--- src/rtl/eth_gen_pkg.sv ---
// Shared types and helpers for the Galapagos Ethernet frame generator.
//   ETHERTYPE_GALAPAGOS : ethertype carried in header bytes 12-13
//   HDR_BYTES           : Galapagos header length in bytes
//   state_t             : generator FSM states
//   cmd_t               : latched frame request
//   build_hdr()         : 16-byte header in wire byte order (byte 0 on bits [7:0])
package eth_gen_pkg;

  localparam logic [15:0] ETHERTYPE_GALAPAGOS = 16'h7400;
  localparam int unsigned HDR_BYTES           = 16;

  typedef enum logic [1:0] {
    IDLE = 2'd0,
    HDR  = 2'd1,
    PAY  = 2'd2
  } state_t;

  typedef struct packed {
    logic [7:0]  dest;
    logic [15:0] len;
    logic [63:0] seed;
  } cmd_t;

  // MACs go out most-significant byte first; byte b of the header lands on bits [8b+7:8b].
  function automatic logic [127:0] build_hdr(input logic [47:0] dst,
                                             input logic [47:0] src,
                                             input logic [7:0]  dest,
                                             input logic [7:0]  src_rank);
    logic [127:0] h;
    h = '0;
    for (int b = 0; b < 6; b++) begin
      h[8*b +: 8]     = dst[8*(5-b) +: 8];
      h[8*(b+6) +: 8] = src[8*(5-b) +: 8];
    end
    h[103:96]  = ETHERTYPE_GALAPAGOS[15:8];
    h[111:104] = ETHERTYPE_GALAPAGOS[7:0];
    h[119:112] = dest;
    h[127:120] = src_rank;
    return h;
  endfunction

endpackage

--- src/rtl/eth_hdr_check.sv ---
// Rx header checker: compares the first header beats of each incoming frame
// against the header this node expects to receive, and counts pass/fail per
// frame on tlast. Byte 15 (sender rank) is not checked. Counters saturate.
// Only compiled when ETH_FRAME_GEN_RX_CHECK_EN is defined.
//   clk, rst_n           : clock, async active-low reset
//   tdata, tlast, tvalid : rx stream (sink is always ready)
//   rx_ok, rx_err        : frame pass/fail counts
`ifdef ETH_FRAME_GEN_RX_CHECK_EN
module eth_hdr_check
  import eth_gen_pkg::*;
#(
  parameter int unsigned DATA_WIDTH = 64,
  parameter logic [47:0] LOCAL_MAC  = 48'hfa163e55ca02,
  parameter logic [47:0] REMOTE_MAC = 48'h0cc47a88c047,
  parameter logic [7:0]  LOCAL_RANK = 8'h00
) (
  input  logic                  clk,
  input  logic                  rst_n,
  input  logic [DATA_WIDTH-1:0] tdata,
  input  logic                  tlast,
  input  logic                  tvalid,
  output logic [15:0]           rx_ok,
  output logic [15:0]           rx_err
);

  localparam int unsigned BYTES     = DATA_WIDTH / 8;
  localparam int unsigned HDR_FLITS = HDR_BYTES / BYTES;
  localparam logic [127:0] EXP_HDR  = build_hdr(LOCAL_MAC, REMOTE_MAC, LOCAL_RANK, 8'h00);
  localparam logic [127:0] HDR_MASK = {8'h00, {120{1'b1}}};

  logic [1:0]            beat_cnt;
  logic                  match;
  logic                  in_hdr;
  logic                  beat_ok;
  logic                  hdr_done;
  logic                  frame_ok;
  logic [DATA_WIDTH-1:0] exp_beat;
  logic [DATA_WIDTH-1:0] mask_beat;

  // Per-beat header comparison and end-of-frame verdict.
  always_comb begin
    in_hdr    = 32'(beat_cnt) < HDR_FLITS;
    exp_beat  = DATA_WIDTH'(EXP_HDR >> (DATA_WIDTH * 32'(beat_cnt)));
    mask_beat = DATA_WIDTH'(HDR_MASK >> (DATA_WIDTH * 32'(beat_cnt)));
    beat_ok   = !in_hdr || (((tdata ^ exp_beat) & mask_beat) == '0);
    hdr_done  = (32'(beat_cnt) + 32'd1) >= HDR_FLITS;
    frame_ok  = match && beat_ok && hdr_done;
  end

  // Beat tracking and saturating result counters.
  always_ff @(posedge clk or negedge rst_n) begin
    if (!rst_n) begin
      beat_cnt <= 2'd0;
      match    <= 1'b1;
      rx_ok    <= 16'd0;
      rx_err   <= 16'd0;
    end else if (tvalid) begin
      if (tlast) begin
        beat_cnt <= 2'd0;
        match    <= 1'b1;
        if (frame_ok) begin
          if (rx_ok != 16'hffff) rx_ok <= rx_ok + 16'd1;
        end else begin
          if (rx_err != 16'hffff) rx_err <= rx_err + 16'd1;
        end
      end else begin
        if (in_hdr) beat_cnt <= beat_cnt + 2'd1;
        match <= match & beat_ok;
      end
    end
  end

endmodule
`endif

--- src/rtl/eth_frame_gen.sv ---
// AXI-Stream Galapagos frame generator for the debug shell.
// Each accepted command emits one frame: a 16-byte header followed by a
// counter-pattern payload (64-bit lanes, little-endian). Optional rx header
// checker is enabled by defining ETH_FRAME_GEN_RX_CHECK_EN.
//   aclk, aresetn                      : clock, async active-low reset
//   cmd_valid/ready, cmd_dest/len/seed : frame request (ready only in IDLE)
//   m_axis_*                           : tx stream, byte 0 on bits [7:0]
//   s_axis_*                           : rx stream (always ready)
//   busy                               : frame in progress
//   tx_frames                          : completed frames (wraps)
//   rx_ok, rx_err                      : rx header pass/fail counts
module eth_frame_gen
  import eth_gen_pkg::*;
#(
  parameter int unsigned DATA_WIDTH = 64,
  parameter logic [47:0] LOCAL_MAC  = 48'hfa163e55ca02,
  parameter logic [47:0] REMOTE_MAC = 48'h0cc47a88c047,
  parameter logic [7:0]  LOCAL_RANK = 8'h00,
  parameter int unsigned MAX_PAY    = 9000,
  localparam int unsigned BYTES     = DATA_WIDTH / 8
) (
  input  logic                  aclk,
  input  logic                  aresetn,
  input  logic                  cmd_valid,
  output logic                  cmd_ready,
  input  logic [7:0]            cmd_dest,
  input  logic [15:0]           cmd_len,
  input  logic [63:0]           cmd_seed,
  output logic [DATA_WIDTH-1:0] m_axis_tdata,
  output logic [BYTES-1:0]      m_axis_tkeep,
  output logic                  m_axis_tlast,
  output logic                  m_axis_tvalid,
  input  logic                  m_axis_tready,
  input  logic [DATA_WIDTH-1:0] s_axis_tdata,
  input  logic [BYTES-1:0]      s_axis_tkeep,
  input  logic                  s_axis_tlast,
  input  logic                  s_axis_tvalid,
  output logic                  s_axis_tready,
  output logic                  busy,
  output logic [31:0]           tx_frames,
  output logic [15:0]           rx_ok,
  output logic [15:0]           rx_err
);

  localparam int unsigned LANES     = BYTES / 8;
  localparam int unsigned HDR_FLITS = HDR_BYTES / BYTES;

  state_t                state, state_d;
  logic                  hdr_idx, hdr_idx_d;   // header beat currently presented
  logic [15:0]           rem, rem_d;           // payload bytes from the presented flit on
  logic [63:0]           cnt, cnt_d;           // lane-0 value of the presented payload flit
  logic [127:0]          hdr, hdr_d;
  cmd_t                  cmd_in;
  logic                  hs;
  logic                  hdr_last;
  logic [DATA_WIDTH-1:0] tdata_d;
  logic [DATA_WIDTH-1:0] pay_word;
  logic [BYTES-1:0]      tkeep_d;
  logic                  tlast_d;
  logic                  tvalid_d;

  assign hs       = m_axis_tvalid & m_axis_tready;
  assign hdr_last = (hdr_idx == 1'(HDR_FLITS - 1));

  // Incoming request with the payload length clamped.
  always_comb begin
    cmd_in.dest = cmd_dest;
    cmd_in.len  = (cmd_len > 16'(MAX_PAY)) ? 16'(MAX_PAY) : cmd_len;
    cmd_in.seed = cmd_seed;
  end

  // Next-state and datapath advance; nothing moves while the beat is stalled.
  always_comb begin
    state_d   = state;
    hdr_idx_d = hdr_idx;
    rem_d     = rem;
    cnt_d     = cnt;
    hdr_d     = hdr;
    unique case (state)
      IDLE: begin
        if (cmd_valid) begin
          state_d   = HDR;
          hdr_idx_d = 1'b0;
          rem_d     = cmd_in.len;
          cnt_d     = cmd_in.seed;
          hdr_d     = build_hdr(REMOTE_MAC, LOCAL_MAC, cmd_in.dest, LOCAL_RANK);
        end
      end
      HDR: begin
        if (hs) begin
          if (hdr_last) state_d = (rem == 16'd0) ? IDLE : PAY;
          else          hdr_idx_d = hdr_idx + 1'b1;
        end
      end
      PAY: begin
        if (hs) begin
          if (m_axis_tlast) begin
            state_d = IDLE;
          end else begin
            cnt_d = cnt + 64'(LANES);
            rem_d = rem - 16'(BYTES);
          end
        end
      end
      default: state_d = IDLE;
    endcase
  end

  // Beat content for the next cycle, derived from the next datapath state.
  always_comb begin
    tdata_d  = '0;
    tkeep_d  = '0;
    tlast_d  = 1'b0;
    tvalid_d = 1'b0;
    pay_word = '0;
    for (int k = 0; k < LANES; k++) pay_word[64*k +: 64] = cnt_d + 64'(k);
    unique case (state_d)
      HDR: begin
        tvalid_d = 1'b1;
        tdata_d  = DATA_WIDTH'(hdr_d >> (DATA_WIDTH * 32'(hdr_idx_d)));
        tkeep_d  = '1;
        tlast_d  = (rem_d == 16'd0) && (hdr_idx_d == 1'(HDR_FLITS - 1));
      end
      PAY: begin
        tvalid_d = 1'b1;
        tlast_d  = rem_d <= 16'(BYTES);
        for (int b = 0; b < BYTES; b++) begin
          if (16'(b) < rem_d) begin
            tkeep_d[b]        = 1'b1;
            tdata_d[8*b +: 8] = pay_word[8*b +: 8];
          end
        end
      end
      default: ;
    endcase
  end

  // State, datapath and registered outputs.
  always_ff @(posedge aclk or negedge aresetn) begin
    if (!aresetn) begin
      state         <= IDLE;
      hdr_idx       <= 1'b0;
      rem           <= 16'd0;
      cnt           <= 64'd0;
      hdr           <= '0;
      m_axis_tdata  <= '0;
      m_axis_tkeep  <= '0;
      m_axis_tlast  <= 1'b0;
      m_axis_tvalid <= 1'b0;
      cmd_ready     <= 1'b1;
      busy          <= 1'b0;
      tx_frames     <= 32'd0;
    end else begin
      state         <= state_d;
      hdr_idx       <= hdr_idx_d;
      rem           <= rem_d;
      cnt           <= cnt_d;
      hdr           <= hdr_d;
      m_axis_tdata  <= tdata_d;
      m_axis_tkeep  <= tkeep_d;
      m_axis_tlast  <= tlast_d;
      m_axis_tvalid <= tvalid_d;
      cmd_ready     <= (state_d == IDLE);
      busy          <= (state_d != IDLE);
      if (hs && m_axis_tlast) tx_frames <= tx_frames + 32'd1;
    end
  end

  assign s_axis_tready = 1'b1;

`ifdef ETH_FRAME_GEN_RX_CHECK_EN
  eth_hdr_check #(
    .DATA_WIDTH (DATA_WIDTH),
    .LOCAL_MAC  (LOCAL_MAC),
    .REMOTE_MAC (REMOTE_MAC),
    .LOCAL_RANK (LOCAL_RANK)
  ) u_hdr_check (
    .clk    (aclk),
    .rst_n  (aresetn),
    .tdata  (s_axis_tdata),
    .tlast  (s_axis_tlast),
    .tvalid (s_axis_tvalid),
    .rx_ok  (rx_ok),
    .rx_err (rx_err)
  );
  logic unused_rx_keep;
  assign unused_rx_keep = ^s_axis_tkeep;
`else
  logic unused_rx;
  assign unused_rx = ^{s_axis_tdata, s_axis_tkeep, s_axis_tlast, s_axis_tvalid};
  assign rx_ok     = 16'd0;
  assign rx_err    = 16'd0;
`endif

endmodule

--- config.mk ---
export PLATFORM = sky130hd
export DESIGN_NAME = eth_frame_gen
export DESIGN_NICKNAME = d
export VERILOG_FILES = /design/src/rtl/eth_gen_pkg.sv /design/src/rtl/eth_hdr_check.sv /design/src/rtl/eth_frame_gen.sv
export SDC_FILE = /design/constraint.sdc
export NUM_CORES = 1
export LEC_CHECK = 0
export ABC_AREA = 1
export CORE_MARGIN = 4
export CORE_UTILIZATION = 40
export CTS_CLUSTER_DIAMETER = 100
export DETAILED_ROUTE_END_ITERATION = 8
export SETUP_SLACK_MARGIN = 0.1
export SLEW_MARGIN = 15
export SYNTH_ARGS = -nofsm -noshare
export SYNTH_HDL_FRONTEND = slang
export SYNTH_SLANG_ARGS = --single-unit
--- constraint.sdc ---
create_clock -name aclk -period 4.5 [get_ports aclk]
set_clock_uncertainty 0.05 [all_clocks]
set_input_delay 0.9 -clock aclk [delete_from_list [all_inputs] [get_ports aclk]]
set_output_delay 0.9 -clock aclk [all_outputs]
set_load 0.01 [all_outputs]
Yosys cells after proc, flatten, opt, wreduce, memory -nomap -nowiden. Index checks and enable logic that the tools add are counted.

Register bits after elaboration: 319. Bits in read-only memories: 0. Input port bits: 166. RAM bits: 0. Output and inout bits: 141. Memories: 0. Bits in latches: 0.

$lt $le $gt $ge: 10. Div/mod/pow operators: 0. Shift-type cells: 1. Reductions and logical operators: 8. Equality and inequality tests: 4. Muxes and demuxes: 42. Add/subtract/negate cells: 4. Bitwise logic cells: 1. $mul: 0.

Operators by type and width (number): $mux W128 (2); $pmux W64 S2 (2); $mux W64 (3); $shr A128 B7 Y64 (1); $add A64 B1 Y64 const B (1); $lt A3 B16 Y1 const A (4); $mux W16 (4); $mux W8 (8); $add A32 B1 Y32 const B (1); $logic_not A16 Y1 (2); $lt A1 B16 Y1 const A (2); $lt A2 B16 Y1 const A (2); $pmux W16 S2 (1); $gt A16 B14 Y1 const B (1); $le A16 B4 Y1 const B (1); $pmux W8 S2 (1); $sub A16 B4 Y16 const B (1); $mux W1 (12); $mux W2 (6); $pmux W2 S3 (1); $eq A2 B1 Y1 const B (2); $eq A2 B2 Y1 const B (2); $logic_not A2 Y1 (2); $pmux W1 S2 (2); other kinds (5) (6).

Depth between registers and ports, before layout.
Depth after elaboration: 8. Depth in mapped cells: 18. Mapped depth without buffers: 17.

Worst setup path before layout. OpenSTA, ideal clock, no wires.

Kind: input-to-reg. Start point: in cmd_valid. End point: reg m_axis_tdata[11]. Path buffers: 6. Stages: 15. Required time: 4.314 ns. Path slack: 1.021 ns. Setup time: 0.136 ns. Data arrival time: 3.293 ns. Cells stage by stage: buf_2 inv_1 nor2_4 inv_1 buf_2 clkbuf_1 o21ai_0 ha_1 clkbuf_1 inv_1 clkbuf_1 buf_1 nor2_1 o21ai_0 a21oi_1.

Elaborated cells between the ends (all ways): 16. Those cells by class: order compare: 1; eq/ne: 2; shift: 1; mux: 12.

RTL lines: start: declaration (line eth_frame_gen.sv:24) `input logic cmd_valid,`; $mux W2 (*) (line eth_frame_gen.sv:81) `if (cmd_valid) begin`; $pmux W2 S3 (*) (line eth_frame_gen.sv:79) `unique case (state)`; via state_d[0] (line eth_frame_gen.sv:48) `state_t state, state_d;`; $eq A2 B2 Y1 or $eq A2 B1 Y1 (tied branches) (line eth_frame_gen.sv:117) `unique case (state_d)`; $pmux W64 S2 (*) (line eth_frame_gen.sv:117); via tdata_d[11] (line eth_frame_gen.sv:56) `logic [DATA_WIDTH-1:0] tdata_d;`; end signal: assignment (line eth_frame_gen.sv:159) `m_axis_tdata <= tdata_d;`; end: declaration (line eth_frame_gen.sv:29) `output logic [DATA_WIDTH-1:0] m_axis_tdata,`.

The timed path passes the listed nets; every way through them passes the cells marked *. A chain may end at the register's enable or synchronous reset.

Worst setup path after layout.
Start point: in m_axis_tready. End point: reg m_axis_tdata[59].

Elaborated cells between the ends (all ways): 16. Those cells by class: order compare: 1; eq/ne: 2; shift: 1; mux: 11; bitwise: 1.

RTL lines: start: declaration (line eth_frame_gen.sv:33) `input logic m_axis_tready,`; $and A1 B1 Y1 (line eth_frame_gen.sv:62) `assign hs = m_axis_tvalid & m_axis_tready;`; $mux W64 (line eth_frame_gen.sv:96) `if (hs) begin`; $pmux W64 S2 (line eth_frame_gen.sv:79); via cnt_d[59] (line eth_frame_gen.sv:51) `logic [63:0] cnt, cnt_d;`; $mux W8 (line eth_frame_gen.sv:128) `if (16'(b) < rem_d) begin`; $pmux W64 S2 (line eth_frame_gen.sv:117); via tdata_d[59] (line eth_frame_gen.sv:56).

The timed path passes the listed nets, and every way through them passes these cells.

==> impl_metrics.ini <==
[run_status]
outcome = finished, final reports clean

[pwr]
p_sw_share_pct = 43.66
combPwrFrac_pct = 43.5
finalPower_mw = 12.77
leakage_nw = 9.073
pwr-share-seq_pct = 32.1
p_int_mw = 7.192
clkPwrFrac_pct = 24.4
ir_worst_vdd_uv = 300.5
p_sw_mw = 5.574
powerDensity_mw_per_mm2 = 633.0

[global_route]
grt_use_total_pct = 25.48
grt_pass1_vias = 14430
grt_max_degree = 135
grt_antenna_before_repair = 1
gr-total-overflow = 0
grt_pass1_wl_um = 86460

[drt]
antenna_left = 0
avgViaCountPerCell = 5.228
drc = 0
drtIter0Drc = 994
num_vias = 14600
wl_per_cell_um = 20.45
routed_wl_um = 57120
firstDrtPassIters = 5

[final_layout]
nFillCells = 3904
nNetsFinal = 2413
layout.area.seq_mm2 = 0.007984
fin_area_mm2 = 0.02017
drive_gt1_share_pct = 7.981
multiInputGateArea_mm2 = 0.006785
num_antenna_cells = 0
area_delta_synth_final_pct = 23.74
fin_util_pct = 50.41

[critical_path]
r2r-start = m_axis_tlast$_DFF_PN0_
crit_path_end_kind = flop
required_ps = 4910
ff2ff_path_depth = 11
critPathMaxFanout = 4
cp_cell_sequence = clkdlybuf4s50_1 > nand3_1 > buf_4 > nor2_1 > nand3_1 > nor2_1 > nand2_1 > xor2_1 > a21oi_1 > nand3_1 > a21oi_1
cp_num_cells = 11
worst_path_largest_cell_delay_ps = 570
crit_end = m_axis_tdata[59]$_DFF_PN0_
critPathTopFamily = simple AND/OR/NAND/NOR gates
cp-startpoint = m_axis_tready
worst_path_most_repeated_cell = nand3_1
r2r_slack_ps = 1510
crit_buf_inv = 2
cp-start-kind = input port
cp.arrival_ps = 3820
crit_type = input port to flop
worstReg2RegEnd = m_axis_tdata[59]$_DFF_PN0_
cp_slowest_cell = clkdlybuf4s50_1

[die]
die_h_um = 209.8
start_util_pct = 40.74
row_count = 73
io_pins = 307
dieArea_mm2 = 0.04403
coreArea_mm2 = 0.04001
dieWidth_um = 209.8

[clock_network]
cts_tree = done
clockBufferDepth = 3
htree_levels = 2
path_clk_slew_ps = 50
post_cts_buffers = 0
post_cts_resize_count = 0
numCtsBuffers = 37
cts_hold_buf = 0
clk-insertion-delay-late_ps = 560
clock_sinks = 319
clockRootBuffer = clkbuf_16

[yosys]
synthDistinctLibCells = 47
yosys-top-cells-count = dfrtp_1 (318), nand2_1 (305), inv_1 (286)
synth_area_leaders = dfrtp_1 (49%), nand2_1 (7.0%), inv_1 (6.6%), nor2_1 (6.4%), nand3_1 (6.0%)
yosysWarnings = 0
synth_area_mm2 = 0.01630
ys_seq_area_share_pct = 48.99
async_flop_share_pct = 100.0
synth_cells = 2048
avgSynthCellArea_um2 = 7.957
ys.flop_type = dfrtp_1
yosys.cell_count.top_type = dfrtp_1
synth-seq-cells = 319
synth_top_area_cell = dfrtp_1
synth_top_cell_area_share_pct = 48.83
synth_edf_count = 0

[run]
cap_violations = 0

[timing]
maxSlewViolCount = 0
slew_headroom_pct = 33.02
hold_viol_final = 0
fin_crit_sh_pct = 75.77
period_needed_ps = 3410
final.setup.tns_ps = 0
rsz0062_at_grt = false
setup_viol_count_final = 0
worst_slew_pin_slew_ps = 1005
layout_setup_ws_ps = 1090
fmax_mhz = 293.3

[placed_design]
placed_cell_area_mm2 = 0.01892
pre_cts_slack_ps = 547.8
io_buffers = 199
gp_congestion = 0.9234
dpl.hpwl_um = 41350

[worst_hold_path]
hold_path.class = flop to flop
==> placed cells by master, fill, tap and decap left out, types with 6 or more instances in the layout <==
master	instances
a21oi_1	116
a31oi_1	12
buf_12	8
buf_4	33
clkbuf_1	10
clkbuf_16	38
clkbuf_8	7
clkdlybuf4s50_1	198
conb_1	33
dfrtp_1	318
inv_1	285
nand2_1	305
nand2_4	8
nand3_1	196
nand3b_1	8
nand4_1	34
nor2_1	277
nor2_4	6
nor3_1	23
nor4_1	9
o211ai_1	35
o21ai_0	101
o21bai_1	16
o221ai_1	6
o22ai_1	35
or2_2	43
xnor2_1	18
xor2_1	34
==> worst min path at each step <==
stage / end / slack, ps / from / cells after the start
6_report: hdr[58]$_DFF_PN0_ / 400 / hdr[58]$_DFF_PN0_ / 1
5_1_grt: hdr[41]$_DFF_PN0_ / 410 / hdr[41]$_DFF_PN0_ / 1
4_1_cts: hdr[22]$_DFF_PN0_ / 400 / hdr[22]$_DFF_PN0_ / 1
3_5_place_dp: hdr[22]$_DFF_PN0_ / 380 / hdr[22]$_DFF_PN0_ / 1
3_3_place_gp: hdr[41]$_DFF_PN0_ / 380 / hdr[41]$_DFF_PN0_ / 1
2_1_floorplan: hdr[102]$_DFF_PN0_ / 370 / hdr[102]$_DFF_PN0_ / 2
==> per-stage QoR <==
stage          cells  hold WS, ps
2_1_floorplan   2079        373.1
3_3_place_gp    2727        382.6
5_1_grt         2793        409.3
6_report        2793        398.9
3_5_place_dp    2727        384.7
4_1_cts         2793        398.7
==> state kept, by name (all words and copies together) (netlist names) <==
name and flops:
busy 1, cmd_ready 1, cnt 64, hdr 128, hdr_idx 1, m_axis_tdata 64, m_axis_tkeep 8, m_axis_tlast 1
m_axis_tvalid 1, rem 16, state 2, tx_frames 32
==> power groups by stage <==
stage | clock, mW | sequential (mW) | combinational (mW)
floorplan | 0 | 4.01 | 3.27
detailed placement | 0 | 4.12 | 5.54
global placement | 0 | 4.13 | 5.51
finish | 3.11 | 4.09 | 5.56
global route | 3.29 | 4.16 | 6.09
CTS | 3.18 | 4.08 | 5.58
==> metal layers <==
layer,GRT usage [%],up-vias,wire length (um)
met5,0,-,12
met4,9.518,2,2187
met3,4.484,95,2956
met2,41.51,423,26900
met1,34.23,7138,25060
li1,-,6945,-
==> worst register-to-register path: cells and delay by family, from the launching register on <==
family                 cells  cell delay (ps)
AO/OA/AOI/OAI              2              690
XOR/XNOR                   1              140
buffers and inverters      2              400
flip-flops                 1              450
AND/OR/NAND/NOR            6             1160
==> layout make-up <==
type                       instances  area share (%)
sequential                       319           39.59
multi-input combinational       1353           33.65
timing repair buffer             240           11.93
inverter                         290           5.398
clock buffer                      55           5.379
tap                              525           3.257
clock inverter                    11          0.8004
==> kinds of logic (layout without fill, tap and decap cells) <==
logic type / Yosys count / count (layout) / synth area share [%]
fa+ha+maj: 6 / 6 / 0.4606
buf+inv: 407 / 596 / 10.25
flops: 319 / 319 / 48.99
simple gates: 930 / 930 / 25.77
other cells: 2 / 33 / 0.04608
compound gates: 332 / 332 / 11.69
xor+xnor: 52 / 52 / 2.795
(Power assumes the default switching activity.)
